[config.mk]
export PLATFORM = sky130hd
export DESIGN_NAME = clk_gate_ctrl
export DESIGN_NICKNAME = d
export VERILOG_FILES = /design/src/rtl/clk_gate_pkg.sv /design/src/rtl/clk_gate_cell.sv /design/src/rtl/clk_gate_ctrl.sv
export SDC_FILE = /design/constraint.sdc
export NUM_CORES = 1
export LEC_CHECK = 0
export ABC_CLOCK_PERIOD_IN_PS = 4700
export BUFFER_PORTS_ARGS = -buffer_cell sky130_fd_sc_hd__buf_2
export CORE_MARGIN = 2
export CORE_UTILIZATION = 51
export CTS_BUF_LIST = sky130_fd_sc_hd__clkbuf_4 sky130_fd_sc_hd__clkbuf_8
export DETAILED_ROUTE_END_ITERATION = 8
export PLACE_DENSITY = 0.79
export SLEW_MARGIN = 20
export SYNTH_ARGS = -nofsm -noshare
export SYNTH_HDL_FRONTEND = slang
export SYNTH_HIERARCHICAL = 1
export SYNTH_SLANG_ARGS = --single-unit
[constraint.sdc]
create_clock -name clk_in -period 4.7 [get_ports clk_in]
set_input_delay 0.705 -clock clk_in [delete_from_list [all_inputs] [get_ports clk_in]]
set_output_delay 0.705 -clock clk_in [all_outputs]
set_load 0.005 [all_outputs]
[src/rtl/clk_gate_pkg.sv]
// Shared types and sizing helpers for the multi-channel clock-gating controller.
package clk_gate_pkg;

  typedef enum logic [1:0] {
    CG_RUN   = 2'd0,
    CG_DRAIN = 2'd1,
    CG_OFF   = 2'd2,
    CG_WAKE  = 2'd3
  } cg_state_e;

  localparam int unsigned HS_TIMEOUT_DFLT = 64;
  localparam int unsigned TO_W            = $clog2(HS_TIMEOUT_DFLT);

  // Timeout counter only has to hold HS_TIMEOUT-1; keep at least one bit.
  function automatic int unsigned cg_to_w(input int unsigned timeout);
    return (timeout < 2) ? 1 : $clog2(timeout);
  endfunction

endpackage

[src/rtl/clk_gate_cell.sv]
// Latch-based integrated clock gate. Behavioural stand-in for the library ICG:
// enable is captured while clk_in is low, so clk_out can never be truncated.
module clk_gate_cell (
  input  logic clk_in,
  input  logic en,
  input  logic test_mode,
  output logic clk_out
);

  logic en_lat;

  always_latch begin
    if (!clk_in) en_lat <= en | test_mode;
  end

  assign clk_out = clk_in & en_lat;

endmodule

[src/rtl/clk_gate_ctrl.sv]
// Per-channel gate/wake FSM with quiesce handshake, idle-based auto gating
// and sticky handshake-timeout status, driving one ICG cell per channel.
module clk_gate_ctrl
  import clk_gate_pkg::*;
#(
  parameter int unsigned NUM_PORTS  = 8,
  parameter int unsigned IDLE_W     = 8,
  parameter int unsigned HS_TIMEOUT = HS_TIMEOUT_DFLT
) (
  input  logic                 clk_in,
  input  logic                 rst,
  input  logic                 test_mode,
  input  logic [NUM_PORTS-1:0] sw_en,
  input  logic [NUM_PORTS-1:0] auto_en,
  input  logic [NUM_PORTS-1:0] idle,
  input  logic [IDLE_W-1:0]    idle_thresh,
  output logic [NUM_PORTS-1:0] quiesce_req,
  input  logic [NUM_PORTS-1:0] quiesce_ack,
  output logic [NUM_PORTS-1:0] clk_out,
  output logic [NUM_PORTS-1:0] gated,
  output logic [NUM_PORTS-1:0] hs_err
);

  localparam int unsigned CNT_W = cg_to_w(HS_TIMEOUT);
  localparam logic [CNT_W-1:0] TO_LAST = CNT_W'(HS_TIMEOUT - 1);

  for (genvar g = 0; g < NUM_PORTS; g++) begin : g_ch
    cg_state_e         state_q, state_d;
    logic [IDLE_W-1:0] idle_cnt_q;
    logic [CNT_W-1:0]  to_cnt_q;
    logic              en_q;
    logic              hs_err_q;
    logic              idle_hit;
    logic              gate_cond;
    logic              wake_cond;
    logic              to_hit;
    logic              set_err;

    assign idle_hit  = auto_en[g] & idle[g] & (idle_cnt_q >= idle_thresh);
    assign gate_cond = ~sw_en[g] | idle_hit;
    assign wake_cond = sw_en[g] & ~(auto_en[g] & idle[g]);
    assign to_hit    = (to_cnt_q == TO_LAST);

    always_comb begin
      state_d = state_q;
      set_err = 1'b0;
      unique case (state_q)
        CG_RUN: begin
          if (gate_cond) state_d = CG_DRAIN;
        end
        CG_DRAIN: begin
          // Ack has priority over a concurrent wake; the wake is taken from OFF.
          if (quiesce_ack[g]) begin
            state_d = CG_OFF;
          end else if (wake_cond) begin
            state_d = CG_WAKE;
          end else if (to_hit) begin
            state_d = CG_WAKE;
            set_err = 1'b1;
          end
        end
        CG_OFF: begin
          if (wake_cond) state_d = CG_WAKE;
        end
        CG_WAKE: begin
          if (!quiesce_ack[g]) begin
            state_d = CG_RUN;
          end else if (to_hit) begin
            state_d = CG_RUN;
            set_err = 1'b1;
          end
        end
        default: state_d = CG_RUN;
      endcase
    end

    always_ff @(posedge clk_in or posedge rst) begin
      if (rst) begin
        state_q  <= CG_RUN;
        en_q     <= 1'b1;
        hs_err_q <= 1'b0;
      end else begin
        state_q  <= state_d;
        en_q     <= (state_d != CG_OFF);
        hs_err_q <= hs_err_q | set_err;
      end
    end

    always_ff @(posedge clk_in or posedge rst) begin
      if (rst) begin
        idle_cnt_q <= '0;
      end else if ((state_q != CG_RUN) || !idle[g]) begin
        idle_cnt_q <= '0;
      end else if (idle_cnt_q != '1) begin
        idle_cnt_q <= idle_cnt_q + 1'b1;
      end
    end

    // Restarts on every state change, so each handshake phase gets a full budget.
    always_ff @(posedge clk_in or posedge rst) begin
      if (rst) begin
        to_cnt_q <= '0;
      end else if ((state_d != state_q) ||
                   !((state_q == CG_DRAIN) || (state_q == CG_WAKE))) begin
        to_cnt_q <= '0;
      end else begin
        to_cnt_q <= to_cnt_q + 1'b1;
      end
    end

    assign quiesce_req[g] = (state_q == CG_DRAIN) || (state_q == CG_OFF);
    assign gated[g]       = (state_q == CG_OFF);
    assign hs_err[g]      = hs_err_q;

    clk_gate_cell u_cell (
      .clk_in    (clk_in),
      .en        (en_q),
      .test_mode (test_mode),
      .clk_out   (clk_out[g])
    );
  end

endmodule

Yosys cells after proc, flatten, opt, wreduce, memory -nomap -nowiden
Index checks and enable logic that the tools add are counted.
{"block": "totals", "register_bits": 144, "latch_bits": 8, "out_inout_bits": 32, "elab_cells": 408}
{"block": "classes", "n_addsub": 16, "n_lt_le_gt_ge": 8, "eq_ne": 56, "n_mux": 136, "bitwise": 72, "reduce_logical": 72}
{"op": "$mux W8", "n": 16}
{"op": "$mux W2", "n": 56}
{"op": "$add A8 B1 Y8 const B", "n": 8}
{"op": "$ge A8 B8 Y1", "n": 8}
{"op": "$ne A8 B8 Y1 const B", "n": 8}
{"op": "$pmux W2 S4", "n": 8}
{"op": "$add A6 B1 Y6 const B", "n": 8}
{"op": "$eq A6 B6 Y1 const B", "n": 8}
{"op": "$mux W6", "n": 8}
{"op": "$mux W1", "n": 40}
{"op": "$and A1 B1 Y1", "n": 32}
{"op": "$eq A2 B2 Y1 const B", "n": 16}
{"op": "$logic_or A1 B1 Y1", "n": 32}
{"op": "$reduce_bool A2 Y1", "n": 16}
{"op": "$or A1 B1 Y1", "n": 24}
{"op": "$eq A2 B1 Y1 const B", "n": 8}
{"op": "$logic_not A1 Y1", "n": 16}
{"op": "$logic_not A2 Y1", "n": 8}
{"op": "$ne A2 B2 Y1", "n": 8}
{"op": "$ne A2 B2 Y1 const B", "n": 8}
{"op": "$not A1 Y1", "n": 16}
{"op": "$pmux W1 S2", "n": 8}

Depth between registers and ports, before layout
Gate-level depths: netlist (run 1).
{"block": "depth", "depth_word": 9, "ltp_mapped": 9, "mapped_depth_nobuf": 8}

Cells and area by module
The synthesis (run 1) kept the hierarchy.
{"module": "clk_gate_ctrl", "n_inst": 1, "cells_each": 1021, "area_per_inst_um2": 9574.2}
{"module": "clk_gate_cell", "n_inst": 8, "cells_each": 3, "area_per_inst_um2": 27.5}

==> metrics.txt, run 1 <==
outcome=finished clean; element type at the critical path end=output port; Fin Clk Skew=0.00871 ns; CP max stage delay=0.41 ns; met2 Usage GRT=34.2%; number of fill cells=1616; Vert. Die Dim=143 µm; Storage cell area=0.00373 mm²; via count=8048; top-area cell type share of the netlist area=34.7%; total track usage=21.6%; cell count after synthesis=1045; met1 Usage GRT=27.8%; Die W=143 µm; Initial Util=52.2%; max cap viols=0; GPL Wtd Cong=0.893; count of pins over their slew limit=0; Initial DRT Pass Iterations=7; Final Util=57.8%; crit start category=latch; layout cells sized above 1=12.9%; pre-CTS setup slack=1.08 ns; Final ANT Viol Nets=0; largest net degree at the start of global routing=95; initial antenna violation count=2; diode count=0; Primary FF master, synth=dfrtp_1; LEAKAGE=5.22 nW; Area Growth Syn to Fin=10.7%; postcts setup bufs=0; distinct cell type count after synthesis=79; Port Buf Inserts=74; 1st-iter DRT viols=517; syn nets=1208; Rows=50; Final Hold Fails=0; RR Endpoint=g_ch[7].u_cell/en_lat; Slew headroom=44.0%; area of the multi-input gates=0.00580 mm²; CTS tree=yes; Ports=75; Setup TNS=0 ns; CP startpoint=g_ch[4].u_cell/en_lat; Slew @ Worst Pin=0.840 ns; largest cells by area after synthesis=dfrtp_1, ha_1, nor2_1; Crit Path Class=latch to output port; Post-synth ARST share=94.7%; aggregate routed wire length=20500 µm; R2R Setup Slk=1.67 ns; RSZ-0062 raised after global routing=no; hold crit path type=primary input to async pin; first-pass GRT wire length=35300 µm; residual DRC count=0; Via density=5.84; GRT Max-Usage Layer=met2; full die area=0.0203 mm²; met3 Use GR=5.55%; core area=0.0188 mm²; synthesized flop and latch total=152; Synth top cells by count=dfrtp_1, ha_1, nor2_1, nand2_1, nand3_1; WL/cell=14.9 µm; clock slew at reported path FFs=0.09 ns; total congestion overflow=0; clock latency on the worst-skew pair=0.57 ns; Final HPWL DP=14600 µm; Power per Cell Area=444 mW/mm²; DP Area=0.0104 mm²; Final Setup Violations=0; WP data required=3.99 ns; hold_buf cts=0; Max Fanout on Critical Path=1; Setup WS post-layout=0.406 ns; Avg Inst Size Synth=9.37 µm²; final instance area=0.0108 mm²; WP data arrival=3.59 ns; worst path cell trace=and2_1 -> buf_2; number of synthesized flops with an enable pin=0; Peak VDD IR=0.354 mV; Synthesis Warnings=6; vias in the first global route=7765; Layout Nets=1294; post_cts resized=0; crit path capture=clk_out[4]; count leader, synth=dfrtp_1; Reg2Reg Depth=1; Crit-path slowest cell=dlxtn_1; synthesized area=0.00979 mm²; FF-to-FF Start=g_ch[7].en_q; cell taking the most area after synthesis=dfrtp_1
-- layer usage --
metal	vias to the layer above	wire length, µm
met5	-	26
met4	4	573
met3	48	958
met2	193	9430
met1	3840	9500
li1	3963	-
-- cell type report --
cell class	count	share of cell area [%]
Sequential cell	152	34.4
Clock inverter	15	1.44
Inverter	49	1.74
Multi-Input combinational cell	831	53.5
Clock buffer	29	3.03
Timing Repair Buffer	68	3.18
Tap cell	234	2.70
-- layout by cell type, fill, tap and decap left out, types with 12 or more instances in the layout --
master	instances
a21o_1	15
nor3_1	23
clkbuf_8	21
buf_2	74
nand2_1	63
dfrtp_1	136
nand4_1	16
and3_1	33
a31oi_1	12
nand3_1	58
o21ai_0	48
xnor2_1	29
ha_1	120
mux2i_1	13
nor2_1	115
inv_1	48
a21oi_1	46
nand2b_1	23
xor2_1	25
-- per-stage QoR --
| stage | hold WS (ns) | total power [mW] | cells |
|---|---|---|---|
| finish | 0.309 | 4.82 | 1378 |
| global route | 0.354 | 5.23 | 1378 |
| CTS | 0.318 | 4.88 | 1378 |
| floorplan | 0.429 | 3.15 | 1045 |
| detailed placement | 0.439 | 3.69 | 1342 |
| global placement | 0.438 | 3.63 | 1342 |
-- worst max-delay path: cells and delay by family, from the launching register on --
| kind | cells | cell delay (ns) |
|---|---|---|
| buffers and inverters | 1 | 0.13 |
| latches | 1 | 0.41 |
| and+or+nand+nor | 1 | 0.16 |
-- flip-flops by register name (all words and copies together), names as in the netlist --
name and flops:
g_ch.to_cnt_q 48, g_ch.u_cell/en_lat 8, g_ch.hs_err_q 8, g_ch.state_q 16, g_ch.idle_cnt_q 64, g_ch.en_q 8
-- logic make-up (layout without fill, tap and decap cells) --
| group | Yosys count | in the layout | synth area share [%] |
|---|---|---|---|
| latches | 8 | 8 | 1.23 |
| simple gates | 415 | 415 | 21.6 |
| xor+xnor | 54 | 54 | 4.83 |
| buf+inv | 62 | 161 | 2.68 |
| fa+ha+maj | 120 | 120 | 15.3 |
| mux | 13 | 13 | 1.33 |
| compound gates | 229 | 229 | 16.1 |
| flops | 144 | 144 | 36.9 |
-- power by group --
part	switching, mW	internal [mW]	leakage, nW
sequential	0.215	1.49	2.01
combinational	1.08	0.768	2.93
clock	0.668	0.593	0.278
-- worst min path at each step --
stage / from / endpoint / slack [ns] / depth (start not counted)
final: rst / g_ch[4].idle_cnt_q[1] / 0.31 / 2
after global routing: rst / g_ch[4].idle_cnt_q[3] / 0.35 / 2
after CTS: rst / g_ch[4].idle_cnt_q[3] / 0.32 / 2
after detailed placement: g_ch[5].hs_err_q / g_ch[5].hs_err_q / 0.44 / 1
after global placement: g_ch[5].hs_err_q / g_ch[5].hs_err_q / 0.44 / 1
after floorplan: g_ch[1].hs_err_q / g_ch[1].hs_err_q / 0.43 / 1
No activity file was read; power rests on OpenSTA's default activity.
==> inputs of run 2 (changes only) <==
- CORE_MARGIN: 2 -> not set
- CORE_UTILIZATION: 51 -> 55
- GPL_TIMING_DRIVEN: not set -> 0
- PLACE_DENSITY: 0.79 -> 0.84
==> metrics.txt, run 2 (synthesis gave the netlist of run 1 again) <==
outcome=finished clean; total track usage=24.2%; Via density=5.86; Initial Util=56.4%; sw frac=38.6%; Slew @ Worst Pin=0.711 ns; crit start category=latch; clock slew at reported path FFs=0.08 ns; Initial DRT Pass Iterations=5; Port Buf Inserts=74; Peak VDD IR=0.356 mV; number of fill cells=1424; NetSw=1.90 mW; Area Growth Syn to Fin=11.9%; hold crit path type=primary input to async pin; 1st-iter DRT viols=578; Setup TNS=0 ns; initial antenna violation count=0; core area=0.0174 mm²; Cell Int Power=3.02 mW; GPL Wtd Cong=0.911; aggregate routed wire length=20800 µm; WL/cell=15.1 µm; hold_buf cts=0; Final ANT Viol Nets=0; Max Fanout on Critical Path=1; WP data arrival=3.54 ns; max cap viols=0; DP Cell Count=1345; Final Util=63.2%; Die W=135 µm; Crit Path Class=latch to output port; Final Hold Fails=0; Final HPWL DP=14400 µm; diode count=0; LEAKAGE=5.30 nW; CTS tree=yes; Fin Clk Skew=0.0123 ns; Biggest register=g_ch.idle_cnt_q; Ports=75; post_cts resized=0; postcts setup bufs=0; Final Setup Violations=0; Logic pwr share=38.3%; layout cells sized above 1=13.2%; Slew headroom=52.3%; residual DRC count=0; full die area=0.0183 mm²; first-pass GRT wire length=34900 µm; most common cell after layout, fill and taps aside=dfrtp_1; clock latency on the worst-skew pair=0.57 ns; via count=8093; Power per Cell Area=449 mW/mm²; WP data required=3.99 ns; RSZ-0062 raised after global routing=no; sequential cell fraction of total power=34.4%; element type at the critical path end=output port; Layout Nets=1306; commonest cells after routing, fill and taps aside=dfrtp_1, ha_1, nor2_1; Vert. Die Dim=135 µm; Rows=48; max reg flops=64; final cell count without fillers=1381; top flop regs=g_ch.idle_cnt_q: 64 flops, g_ch.to_cnt_q: 48 flops, g_ch.state_q: 16 flops; vias in the first global route=7749; count of pins over their slew limit=0; total power=4.93 mW; total congestion overflow=0; largest net degree at the start of global routing=78; clock power share=27.3%
-- run 2: per-stage QoR --
stage | instance area [µm²] | setup WS, ns | hold WS, ns
final | 11000 | 0.457 | 0.158
after global routing | 11000 | 0.407 | 0.190
after CTS | 11000 | 0.425 | 0.167
after detailed placement | 10500 | 1.06 | 0.446
after global placement | 10400 | -1.46 | 0.440
after floorplan | 9790 | 0.142 | 0.429
-- run 2: power groups by stage --
stage          Clock (mW)  Sequential [mW]  Combinational (mW)
3_3_place_gp        0.117             1.71                1.79
4_1_cts              1.39             1.69                1.88
2_1_floorplan      0.0626             1.66                1.42
6_report             1.35             1.69                1.88
5_1_grt              1.45             1.72                2.14
3_5_place_dp        0.117             1.71                1.86
-- run 2: routing by layer --
metal,GRT usage (%),wire length (µm),up-vias
li1,-,-,3986
met2,39.7,9860,186
met4,10.1,486,0
met1,29.7,9320,3881
met3,7.03,1150,40
met5,0,0,-
-- run 2: final cells by class --
| class | count | area (µm²) | share of cell area [%] |
|---|---|---|---|
| flip-flops and latches | 152 | 3730 | 34.1 |
| inverters | 49 | 191 | 1.75 |
| clock buffers | 34 | 373 | 3.40 |
| repair buffers | 67 | 358 | 3.26 |
| multi-input cells | 831 | 5800 | 52.9 |
| well taps | 225 | 282 | 2.57 |
| plain buffers | 13 | 78.8 | 0.719 |
| clock inverters | 10 | 150 | 1.37 |
-- run 2: path summary, 6_finish.rpt --
check                                      start               endpoint  slack [ns]  cells past startpoint
min in group clk_in             g_ch[5].hs_err_q       g_ch[5].hs_err_q        0.46                      1
max reg2reg                         g_ch[4].en_q  g_ch[4].u_cell/en_lat        1.70                      1
min                                          rst     g_ch[4].state_q[0]        0.16                      2
min reg2reg                     g_ch[5].hs_err_q       g_ch[5].hs_err_q        0.46                      1
max                        g_ch[4].u_cell/en_lat             clk_out[4]        0.46                      2
max in group asynchronous                    rst           g_ch[0].en_q        3.77                      3
-- run 2: worst max-delay path, stage by stage, from the launching register on --
cell and delay (ns):
dlxtn_1 0.41, and2_1 0.14, buf_2 0.11
